$ cat src/rtl/reg_dump_reader_if.sv
// reg_dump_reader_if
//   Bundles the two buses the dump reader owns:
//   - register-file read port: RD_ADDR1/RD_ADDR2 out, RD_DATA1/RD_DATA2 back
//     (asynchronous read, settles well within one CLK period)
//   - byte stream: DOUT/DOUT_IDX/DOUT_VALID out, DOUT_READY back
//   master : the dump reader
//   slave  : register file + byte sink side
interface reg_dump_reader_if #(
  parameter int DATA_WIDTH = 8,
  parameter int ADDR_WIDTH = 3
);
  logic [ADDR_WIDTH-1:0] RD_ADDR1;
  logic [ADDR_WIDTH-1:0] RD_ADDR2;
  logic [DATA_WIDTH-1:0] RD_DATA1;
  logic [DATA_WIDTH-1:0] RD_DATA2;
  logic [DATA_WIDTH-1:0] DOUT;
  logic [ADDR_WIDTH-1:0] DOUT_IDX;
  logic                  DOUT_VALID;
  logic                  DOUT_READY;

  modport master (
    output RD_ADDR1, RD_ADDR2, DOUT, DOUT_IDX, DOUT_VALID,
    input  RD_DATA1, RD_DATA2, DOUT_READY
  );

  modport slave (
    input  RD_ADDR1, RD_ADDR2, DOUT, DOUT_IDX, DOUT_VALID,
    output RD_DATA1, RD_DATA2, DOUT_READY
  );
endinterface

$ cat src/rtl/reg_dump_reader.sv
// reg_dump_reader
//   Debug readback master for the 8x8 register file. A START pulse in IDLE
//   reads the file two registers at a time (2k on port 1, 2k+1 on port 2),
//   snapshots both bytes, then streams them out in register order over a
//   VALID/READY byte handshake tagged with the register index.
// Ports
//   CLK    : clock, all state on the rising edge
//   RESET  : synchronous, active-high; wins over everything, abandons a dump
//   START  : dump request, only looked at in IDLE
//   BUSY   : high while the reader owns the register-file read ports
//   DONE   : one-cycle pulse after the last byte is accepted
//   bus    : read-port + byte-stream bundle (reg_dump_reader_if.master)
module reg_dump_reader #(
  parameter int DATA_WIDTH = 8,
  parameter int ADDR_WIDTH = 3,
  parameter int NUM_REGS   = 8
) (
  input  logic                CLK,
  input  logic                RESET,
  input  logic                START,
  output logic                BUSY,
  output logic                DONE,
  reg_dump_reader_if.master   bus
);

  localparam int KW = ADDR_WIDTH - 1;
  localparam logic [KW-1:0] LAST_K = KW'(NUM_REGS / 2 - 1);

  localparam logic [2:0] S_IDLE    = 3'd0;
  localparam logic [2:0] S_ADDR    = 3'd1;
  localparam logic [2:0] S_SAMPLE  = 3'd2;
  localparam logic [2:0] S_SEND_LO = 3'd3;
  localparam logic [2:0] S_SEND_HI = 3'd4;
  localparam logic [2:0] S_FIN     = 3'd5;

  logic [2:0]            state_q, state_d;
  logic [KW-1:0]         k_q, k_d;
  logic [DATA_WIDTH-1:0] buf_lo_q, buf_lo_d;
  logic [DATA_WIDTH-1:0] buf_hi_q, buf_hi_d;
  logic                  accept;

  assign accept = bus.DOUT_VALID && bus.DOUT_READY;

  always_comb begin
    state_d  = state_q;
    k_d      = k_q;
    buf_lo_d = buf_lo_q;
    buf_hi_d = buf_hi_q;
    case (state_q)
      S_IDLE: if (START) begin
        state_d = S_ADDR;
        k_d     = '0;
      end
      // Addresses were already presented this cycle; give the async read a
      // full period before sampling.
      S_ADDR:   state_d = S_SAMPLE;
      S_SAMPLE: begin
        buf_lo_d = bus.RD_DATA1;
        buf_hi_d = bus.RD_DATA2;
        state_d  = S_SEND_LO;
      end
      S_SEND_LO: if (accept) state_d = S_SEND_HI;
      S_SEND_HI: if (accept) begin
        if (k_q == LAST_K) begin
          // Park k at 0 so the read ports idle at 0/1 like after reset.
          k_d     = '0;
          state_d = S_FIN;
        end else begin
          k_d     = k_q + 1'b1;
          state_d = S_ADDR;
        end
      end
      S_FIN:   state_d = S_IDLE;
      default: state_d = S_IDLE;
    endcase
  end

  always_ff @(posedge CLK) begin
    if (RESET) begin
      state_q  <= S_IDLE;
      k_q      <= '0;
      buf_lo_q <= '0;
      buf_hi_q <= '0;
    end else begin
      state_q  <= state_d;
      k_q      <= k_d;
      buf_lo_q <= buf_lo_d;
      buf_hi_q <= buf_hi_d;
    end
  end

  // Outputs are pure decodes of flop state, so they only move after an edge
  // and stay put while a byte waits for READY.
  assign bus.RD_ADDR1   = {k_q, 1'b0};
  assign bus.RD_ADDR2   = {k_q, 1'b1};
  assign bus.DOUT_VALID = (state_q == S_SEND_LO) || (state_q == S_SEND_HI);
  assign bus.DOUT_IDX   = {k_q, (state_q == S_SEND_HI)};
  assign bus.DOUT       = (state_q == S_SEND_HI) ? buf_hi_q :
                          (state_q == S_SEND_LO) ? buf_lo_q : '0;
  assign BUSY = (state_q == S_ADDR) || (state_q == S_SAMPLE) ||
                (state_q == S_SEND_LO) || (state_q == S_SEND_HI);
  assign DONE = (state_q == S_FIN);

endmodule

$ cat src/flat_wrapper.sv
// flat-port wrapper written by rule: the top's interface ports become plain ports
module reg_dump_reader_flat 
#(
  parameter int DATA_WIDTH = 8,
  parameter int ADDR_WIDTH = 3,
  parameter int NUM_REGS   = 8
)
  (CLK, RESET, START, BUSY, DONE, bus_RD_ADDR1, bus_RD_ADDR2, bus_DOUT, bus_DOUT_IDX, bus_DOUT_VALID, bus_RD_DATA1, bus_RD_DATA2, bus_DOUT_READY);
  reg_dump_reader_if #(.DATA_WIDTH(DATA_WIDTH), .ADDR_WIDTH(ADDR_WIDTH)) bus_i ();
  input  logic CLK;
  input  logic RESET;
  input  logic START;
  output logic BUSY;
  output logic DONE;
  output wire logic [$bits(bus_i.RD_ADDR1)-1:0] bus_RD_ADDR1;
  output wire logic [$bits(bus_i.RD_ADDR2)-1:0] bus_RD_ADDR2;
  output wire logic [$bits(bus_i.DOUT)-1:0] bus_DOUT;
  output wire logic [$bits(bus_i.DOUT_IDX)-1:0] bus_DOUT_IDX;
  output wire logic [$bits(bus_i.DOUT_VALID)-1:0] bus_DOUT_VALID;
  input wire logic [$bits(bus_i.RD_DATA1)-1:0] bus_RD_DATA1;
  input wire logic [$bits(bus_i.RD_DATA2)-1:0] bus_RD_DATA2;
  input wire logic [$bits(bus_i.DOUT_READY)-1:0] bus_DOUT_READY;
  assign bus_RD_ADDR1 = bus_i.RD_ADDR1;
  assign bus_RD_ADDR2 = bus_i.RD_ADDR2;
  assign bus_DOUT = bus_i.DOUT;
  assign bus_DOUT_IDX = bus_i.DOUT_IDX;
  assign bus_DOUT_VALID = bus_i.DOUT_VALID;
  assign bus_i.RD_DATA1 = bus_RD_DATA1;
  assign bus_i.RD_DATA2 = bus_RD_DATA2;
  assign bus_i.DOUT_READY = bus_DOUT_READY;
  reg_dump_reader #(.DATA_WIDTH(DATA_WIDTH), .ADDR_WIDTH(ADDR_WIDTH), .NUM_REGS(NUM_REGS)) u_core (.CLK(CLK), .RESET(RESET), .START(START), .BUSY(BUSY), .DONE(DONE), .bus(bus_i));
endmodule
$ cat config.mk
export PLATFORM = sky130hd
export DESIGN_NAME = reg_dump_reader_flat
export DESIGN_NICKNAME = d
export VERILOG_FILES = /design/src/rtl/reg_dump_reader_if.sv /design/src/rtl/reg_dump_reader.sv /design/src/flat_wrapper.sv
export SDC_FILE = /design/constraint.sdc
export NUM_CORES = 1
export LEC_CHECK = 0
export BUFFER_PORTS_ARGS = -buffer_cell sky130_fd_sc_hd__buf_2
export CORE_ASPECT_RATIO = 1.1
export CORE_MARGIN = 5
export CORE_UTILIZATION = 47
export CTS_BUF_LIST = sky130_fd_sc_hd__clkbuf_16
export CTS_CLUSTER_DIAMETER = 100
export DETAILED_ROUTE_END_ITERATION = 10
export GPL_ROUTABILITY_DRIVEN = 0
export PLACE_DENSITY = 0.87
export SLEW_MARGIN = 20
export SYNTH_ARGS = -nofsm -noshare
export SYNTH_HDL_FRONTEND = slang
export SYNTH_SLANG_ARGS = --single-unit
$ cat constraint.sdc
create_clock -name CLK -period 1.7 [get_ports CLK]
set_clock_uncertainty 0.05 [all_clocks]
set_input_delay 0.34 -clock CLK [delete_from_list [all_inputs] [get_ports CLK]]
set_output_delay 0.34 -clock CLK [all_outputs]
set_load 0.02 [all_outputs]
# After elaboration in Yosys (flattened, before gate mapping)

Cells that the tools add are included.

Logic and storage cells: 34
Output and inout bits: 20
Register bits after elaboration: 21

Equality and inequality tests: 9
Muxes and demuxes: 11
Add/sub/neg operators: 1
Reductions and logical operators: 9

Operators with widths:

| operator                                                                | count |
|---|---|
| 8-bit two-way mux                                                       | 2 |
| 3-bit one-hot mux with 5 select lines                                   | 1 |
| 3-bit two-way mux                                                       | 4 |
| 3-bit by 2-bit equality test with 1-bit output, second input constant   | 2 |
| 3-bit equality test, second input constant                              | 2 |
| 2-bit two-way mux                                                       | 3 |
| 3-bit AND reduction                                                     | 2 |
| 1-bit logical OR                                                        | 4 |
| 2-bit by 1-bit inequality test with 1-bit output, second input constant | 2 |
| 2-bit one-hot mux with 2 select lines                                   | 1 |
| 3-bit by 1-bit equality test with 1-bit output, second input constant   | 1 |
| 3-bit logical NOT                                                       | 1 |
| 2-bit by 1-bit adder with 2-bit output, second input constant           | 1 |
| 2-bit equality test, second input constant                              | 1 |
| 2-bit inequality test, second input constant                            | 1 |
| 2-bit nonzero test                                                      | 1 |
| 1-bit logical AND                                                       | 1 |

# Logic depth before layout (Yosys ltp)

Gate-level depths: netlist of run 1.

Depth after elaboration: 5
Mapped depth: 6
Depth with buffers taken out: 4

# Worst setup path after synthesis of run 1

Ideal clock, no wire load.

Kind: register -> output
Start: register u_core.state_q[2]
End: output port bus_DOUT[0]
Setup slack: 0.158 ns
Data required time: 1.310 ns
Arrival: 1.152 ns
Stages on the path, launching flop included: 5
Buffers on the path: 2
Cell sequence: dfxtp_1 -> buf_6 -> nor3b_4 -> buf_4 -> a22o_1

Elaborated cells between the ends (all ways): 4

RTL lines:

| what                   | line                  | text |
|---|---|---|
| from (decl)            | reg_dump_reader.sv:36 | `logic [2:0] state_q, state_d;` |
| from (signal assigned) | reg_dump_reader.sv:85 | `state_q <= state_d;` |
| 3-bit equality test    | n/a                   |  |
| via bus_DOUT_IDX[0]    | flat_wrapper.sv:18    | `output wire logic [$bits(bus_i.DOUT_IDX)-1:0] bus_DOUT_IDX;` |
| 8-bit two-way mux      | reg_dump_reader.sv:98 | `assign bus.DOUT = (state_q == S_SEND_HI) ? buf_hi_q :` |
| to (decl)              | flat_wrapper.sv:17    | `output wire logic [$bits(bus_i.DOUT)-1:0] bus_DOUT;` |

The timed path passes the listed nets, and every way through them passes these cells.

# Final worst setup path of run 1

Start: register u_core.state_q[1]
End: output port bus_DOUT[2]

Word-level cells in the longest chain between the ends: 3
Elaborated cells between the ends (all ways): 4

RTL lines:

| what                                           | line                  | text |
|---|---|---|
| 3-bit by 2-bit equality test with 1-bit output | reg_dump_reader.sv:99 | `(state_q == S_SEND_LO) ? buf_lo_q : '0;` |
| 8-bit two-way mux                              | reg_dump_reader.sv:99 |  |
| 8-bit two-way mux (*)                          | reg_dump_reader.sv:98 |  |

Every way passes the cells marked *; elsewhere a longest branch is shown, timed or not.

==> impl_results.md, run 1 <==
* Commonest non-fill, non-tap cell in the layout: nand2_1
* Die Outline Area at 0.003277 mm2
* Synthesized flop and latch total at 21
* Synth top area cells: dfxtp_1, nand2_1, a21oi_1
* Yosys cell types at 27
* Most frequent cells in the layout: nand2_1, buf_2, a21oi_1
* Sequential power share at 45.0%
* Share of layout cells above drive strength 1 at 39.88%
* Clock share of power at about two fifths
* Die W at approximately 55 um
* Nets@finish at 185
* Synthesized instance count at around 130
* Antenna diodes at 0
* Nature of the critical path startpoint: flip-flop
* Buffer depth of the longest clock path at 2
* Worst setup EP type: output pin
* DR vias/cell at 5.083
* Peak supply drop at 730.4 uV
* DRC viols at 0
* Failing checks: negative setup slack
* Final setup viols at 8
* Crit-path max FO at 5
* Synth area leader: dfxtp_1
* Clock Pin Slew Worst Setup and Hold Paths at 0.05 ns
* Comb pwr share at between 10% and 20%
* Drt pass-1 iters at 4
* CP arrival at 1.37 ns
* Later-pin clock latency in the skew report at 0.25 ns
* RSZ-0062 raised after global routing: yes
* Max Clk Rate at roughly 0.57 GHz
* Fin util at a little under two thirds
* Place WS at around 0.12 ns
* Maxcap violations at 0
* Global route total overflow at 0
* Tmin final at about 1.8 ns
* I/O pin count at 40
* Largest net degree at the start of global routing at 22
* Area of the mapped netlist at 0.001049 mm2
* Post-synth net total at 147
* Post-route cell area at 0.001398 mm2
* Pwr dens at 865.6 mW/mm2
* Sw power at approximately 0.00029 W
* Sequential-to-total area share from yosys stat at 40.10%
* Rows at 18
* Yosys warns at 0
* Syn Area/Cell at 8.321 um2
* Clock root cell: clkbuf_16
* Fin crit share at 103.6%
* Dpl cell area at 0.001192 mm2
* Min setup slack post-route at -0.06106 ns
* Final hold violation count at 0
* Starting Density at 48.00%
* Total number of vias at 981
* Status: finished with violations
* Starting DRT DRC Count at 17
* Post-CTS Hold Fix Bufs at 0
* Drt total wl at around 2500 um
* Vias in the first global route at 943
* Pleak at between 0.6 and 0.7 nW
* Global-route wire length before repair at 4029 um
* Synth top area share at approximately 40%
* Antenna Nets Post-Route at 0
* CTS tree: built
* Hold crit path type: in -> reg
* Critical Path RT at 1.31 ns
* Slew Viols, Final at 0
* Hpwl dp at around 1700 um
* CTS buffer count at 3
* Htree depth at 1
* Cell Int Power at 0.0009165 W
* Routed wire per std cell at 13.12 um
* Crit Path Category: reg -> out
* Sw frac at 24.24%
* Die Span Y at 59.54 um
* GRT Total Usage at 16.89%
* Initial antenna violation count at 0
* Clk sinks at 21
* # port buffers at 37
* Syn-to-layout area delta at 33.29%
* Core area at 0.002185 mm2
## power by group through the flow
stage | combinational, W | clock, W | sequential [W]
after floorplan | 0.000139 | 0 | 0.000544
after global placement | 0.000156 | 0 | 0.000555
after detailed placement | 0.000162 | 0 | 0.000557
after CTS | 0.000182 | 0.000486 | 0.000544
after global routing | 0.000205 | 0.000508 | 0.000548
final | 0.000184 | 0.000481 | 0.000544
## flip-flops by register name, summed over array words and instances, names as in the netlist
signal           flops
u_core.buf_hi_q      8
u_core.buf_lo_q      8
u_core.k_q           2
u_core.state_q       3
## area by class of cell
type	count	area, um2
Clock buffer	3	75.07
Clock inverter	1	3.754
Fill cell	194	787.0
Inverter	1	3.754
Multi-Input combinational cell	88	506.7
Sequential cell	21	431.7
Tap cell	30	37.54
Timing Repair Buffer	49	339.1
## path summary, 6_finish.rpt
path,startpoint,to,slack [ns],cells past startpoint
hold reg to reg,u_core.buf_lo_q[1]$_SDFFE_PP0P_,u_core.buf_lo_q[1]$_SDFFE_PP0P_,0.41,2
hold / removal,bus_RD_DATA1[5],u_core.buf_lo_q[5]$_SDFFE_PP0P_,0.28,3
setup / recovery,u_core.state_q[1]$_SDFFE_PP0P_,bus_DOUT[2],-0.06,4
setup reg to reg,u_core.state_q[0]$_SDFFE_PP0P_,u_core.buf_lo_q[2]$_SDFFE_PP0P_,0.22,5
## through the flow
| step | power (W) | hold WS, ns | std cells | TNS [ns] |
|---|---|---|---|---|
| detailed placement | 0.0007187 | 0.4000 | 183 | 0 |
| finish | 0.001210 | 0.2761 | 193 | -0.3602 |
| global route | 0.001260 | 0.2757 | 193 | -0.7270 |
| floorplan | 0.0006830 | 0.3664 | 126 | 0 |
| CTS | 0.001212 | 0.2737 | 192 | -0.3016 |
| global placement | 0.0007105 | 0.3920 | 183 | 0 |
## cell families after synthesis
logic type | Yosys count | share of synthesized area (%)
buf+inv | 18 | 12.89
simple gates | 51 | 24.46
xor+xnor | 1 | 0.8355
compound gates | 31 | 18.85
other cells | 2 | 0.7163
fa+ha+maj | 1 | 1.193
mux | 1 | 0.9547
flops | 21 | 40.10
## worst max-delay path: stages (launching register included)
cell,delay [ns]
dfxtp_4,0.36
nor3b_4,0.30
buf_4,0.18
a22o_1,0.16
buf_6,0.12
## cell usage after synthesis
master and instances:
and3b_2 1, a22o_1 8, conb_1 2, nand2_1 33
nor4_1 2, nand3_1 1, a221oi_2 1, and3_2 1
buf_4 10, ha_1 1, or3b_1 1, or3_2 1
o31ai_1 1, nor3_1 1, nor3b_4 2, a21oi_1 20
clkbuf_1 3, or2_2 1, xnor2_1 1, dfxtp_1 21
mux2i_1 1, nand2_2 1, inv_1 1, nor3b_1 1
buf_6 4, o21ai_0 1, nor2_1 5
## repair_timing
action | 4_1_cts | 5_1_grt
setup endpoints to repair | 10 | 25
endpoints found under the hold margin | 0 | 0
cloned | 1 | 0
pin swaps | 10 | 1
buffers inserted | 4 | 1
resized for setup | 27 | 1
## routing by layer
layer | up-vias | global-route usage [%] | wire, um
met2 | 39 | 28.38 | 1220
met1 | 448 | 20.87 | 1064
met3 | 3 | 4.030 | 216
met4 | 0 | 5.208 | 31
li1 | 491 | - | -
met5 | - | 0 | 0
Note: power is estimated with default switching activity, not from simulation.
==> inputs of run 2 (changes only) <==
SKIP_CTS_REPAIR_TIMING = 1   (was unset)
==> impl_results.md, run 2 (synthesized netlist as in run 1, its figures left out) <==
* Slew headroom at roughly two thirds
* Register-to-register setup slack at 0.16 ns (-0.06 ns)
* Status: finished with violations
* Slew Viols, Final at 0 (unchanged)
* Drt pass-1 iters at 4 (unchanged)
* Max Clk Rate at 0.5670 GHz (-0.14%)
* Failing checks: negative setup slack
* Biggest regs: u_core.buf_hi_q: 8 flops, u_core.buf_lo_q: 8 flops, u_core.state_q: 3 flops
* Die Outline Area at 0.003277 mm2 (unchanged)
* Antenna Nets Post-Route at 0 (unchanged)
* Largest net degree at the start of global routing at 22 (unchanged)
* Most frequent cells in the layout: nand2_1, buf_2, a21oi_1
* Total number of vias at 947 (-3.5%)
* Crit-path max FO at 9 (+4)
* Final hold violation count at 0 (unchanged)
* Tmin final at 1.764 ns (+0.002484 ns)
* Global route total overflow at 0 (unchanged)
* Reg-to-Reg End: u_core.buf_lo_q[2]$_SDFFE_PP0P_
* CP arrival at 1.37 ns (about the same)
* Slowest cell on the critical path: dfxtp_4
* CTS tree: built
* Reg2reg path depth at 4 (-1)
* DR vias/cell at 4.984 (-1.9%)
* Hold crit path type: in -> reg
* Initial antenna violation count at 0 (unchanged)
* Nature of the critical path startpoint: flip-flop
* Htree depth at 1 (unchanged)
* Slowest stage delay, CP at 0.38 ns (+0.02 ns)
* RSZ-0062 raised after global routing: yes
* Peak supply drop at 719.8 uV (-1.4%)
* Crit Path Category: reg -> out
* Share of layout cells above drive strength 1 at 38.75% (-1.1 points)
* Routed wire per std cell at 12.81 um (-2.4%)
* Global-route wire length before repair at 3712 um (-7.9%)
* Final setup viols at 9 (+1)
* Nets@finish at 182 (-1.6%)
* Starting DRT DRC Count at 8 (-9)
* Critical Path RT at 1.31 ns (about the same)
* Fin crit share at 103.7% (+0.15 points)
* DRC viols at 0 (unchanged)
* Pleak at 0.6005 nW (-3.1%)
* Clock Pin Slew Worst Setup and Hold Paths at 0.05 ns (about the same)
* Syn-to-layout area delta at 30.43%
* Cell chain of the critical path: nor3b_4 -> buf_4 -> a22o_1 -> buf_6
* Hpwl dp at 1749 um (unchanged)
* Worst setup EP type: output pin
* Antenna diodes at 0 (unchanged)
* # port buffers at 37 (unchanged)
* Critical Path Sink: bus_DOUT[2]
* Die W at 55.04 um (unchanged)
* Maxcap violations at 0 (unchanged)
* GRT Total Usage at 15.52% (-1.4 points)
* Pwr dens at 872.0 mW/mm2 (+0.74%)
* Die Span Y at 59.54 um (unchanged)
* I/O pin count at 40 (unchanged)
* Setup TNS at -0.3743 ns (-0.01408 ns)
* Starting Density at 48.00% (unchanged)
* Min setup slack post-route at -0.06354 ns (-0.002484 ns)
* Vias in the first global route at 884 (-6.3%)
* Place WS at 0.1232 ns (unchanged)
* Rows at 18 (unchanged)
* Buffer depth of the longest clock path at 2 (unchanged)
* Post-route cell area at 0.001368 mm2 (-2.1%)
* Clk sinks at 21 (unchanged)
* Core area at 0.002185 mm2 (unchanged)
* Drt total wl at 2433 um (-3.9%)
* Clock root cell: clkbuf_16
* Crit. Startpoint: u_core.state_q[0]$_SDFFE_PP0P_
* Dpl cell area at 0.001192 mm2 (unchanged)
* Commonest non-fill, non-tap cell in the layout: nand2_1
* Reg2reg start: u_core.state_q[0]$_SDFFE_PP0P_
* Slew @ Worst Pin at ~0.52 ns
* CTS buffer count at 3 (unchanged)
* Later-pin clock latency in the skew report at 0.25 ns (about the same)
==> run 2: how the worst min path moves through the flow <==
stage	endpoint	startpoint	cells past startpoint	slack, ns
3_5_place_dp	u_core.buf_lo_q[5]$_SDFFE_PP0P_	u_core.buf_lo_q[5]$_SDFFE_PP0P_	2	0.40
4_1_cts	u_core.buf_hi_q[3]$_SDFFE_PP0P_	bus_RD_DATA2[3]	3	0.27
5_1_grt	u_core.buf_hi_q[2]$_SDFFE_PP0P_	bus_RD_DATA2[2]	3	0.28
6_report	u_core.buf_hi_q[2]$_SDFFE_PP0P_	bus_RD_DATA2[2]	3	0.28
3_3_place_gp	u_core.buf_lo_q[3]$_SDFFE_PP0P_	u_core.buf_lo_q[3]$_SDFFE_PP0P_	2	0.39
2_1_floorplan	u_core.state_q[1]$_SDFFE_PP0P_	RESET	1	0.37
==> run 2: critical path, delay by kind of cell (launching register included) <==
| family | cells | cell delay [ns] |
|---|---|---|
| AOI/OAI and AO/OA | 1 | 0.15 |
| buffers and inverters | 2 | 0.30 |
| DFF | 1 | 0.38 |
| and+or+nand+nor | 1 | 0.29 |
==> run 2: through the flow <==
step	std cells	utilization, %	power (W)	hold slack [ns]
global route	190	62.60	0.001245	0.2757
detailed placement	183	54.58	0.0007187	0.4000
global placement	183	54.58	0.0007105	0.3920
finish	190	62.60	0.001193	0.2761
CTS	187	58.19	0.001196	0.2736
floorplan	126	-	0.0006830	0.3664
==> run 2: area by class of cell <==
cell class	instances	area, um2
clock buffers	3	75.07
clock inverters	1	3.754
fillers	201	817.0
inverters	1	3.754
multi-input cells	88	505.5
flip-flops and latches	21	431.7
well taps	30	37.54
repair buffers	46	310.3
==> run 2: metal layers <==
metal	global-route usage [%]	up-vias	part of all wire (%)
met4	5.208	0	1.3
met5	0	-	0
met3	3.778	3	8.4
met1	19.32	427	42
met2	25.68	32	48
li1	-	485	-
==> run 2: power by group <==
| group | internal, W | leakage (nW) | switching (W) |
|---|---|---|---|
| Clock | 0.000313 | 0.0423 | 0.000164 |
| Sequential | 0.000522 | 0.173 | 0.0000265 |
| Combinational | 0.0000716 | 0.385 | 0.0000958 |
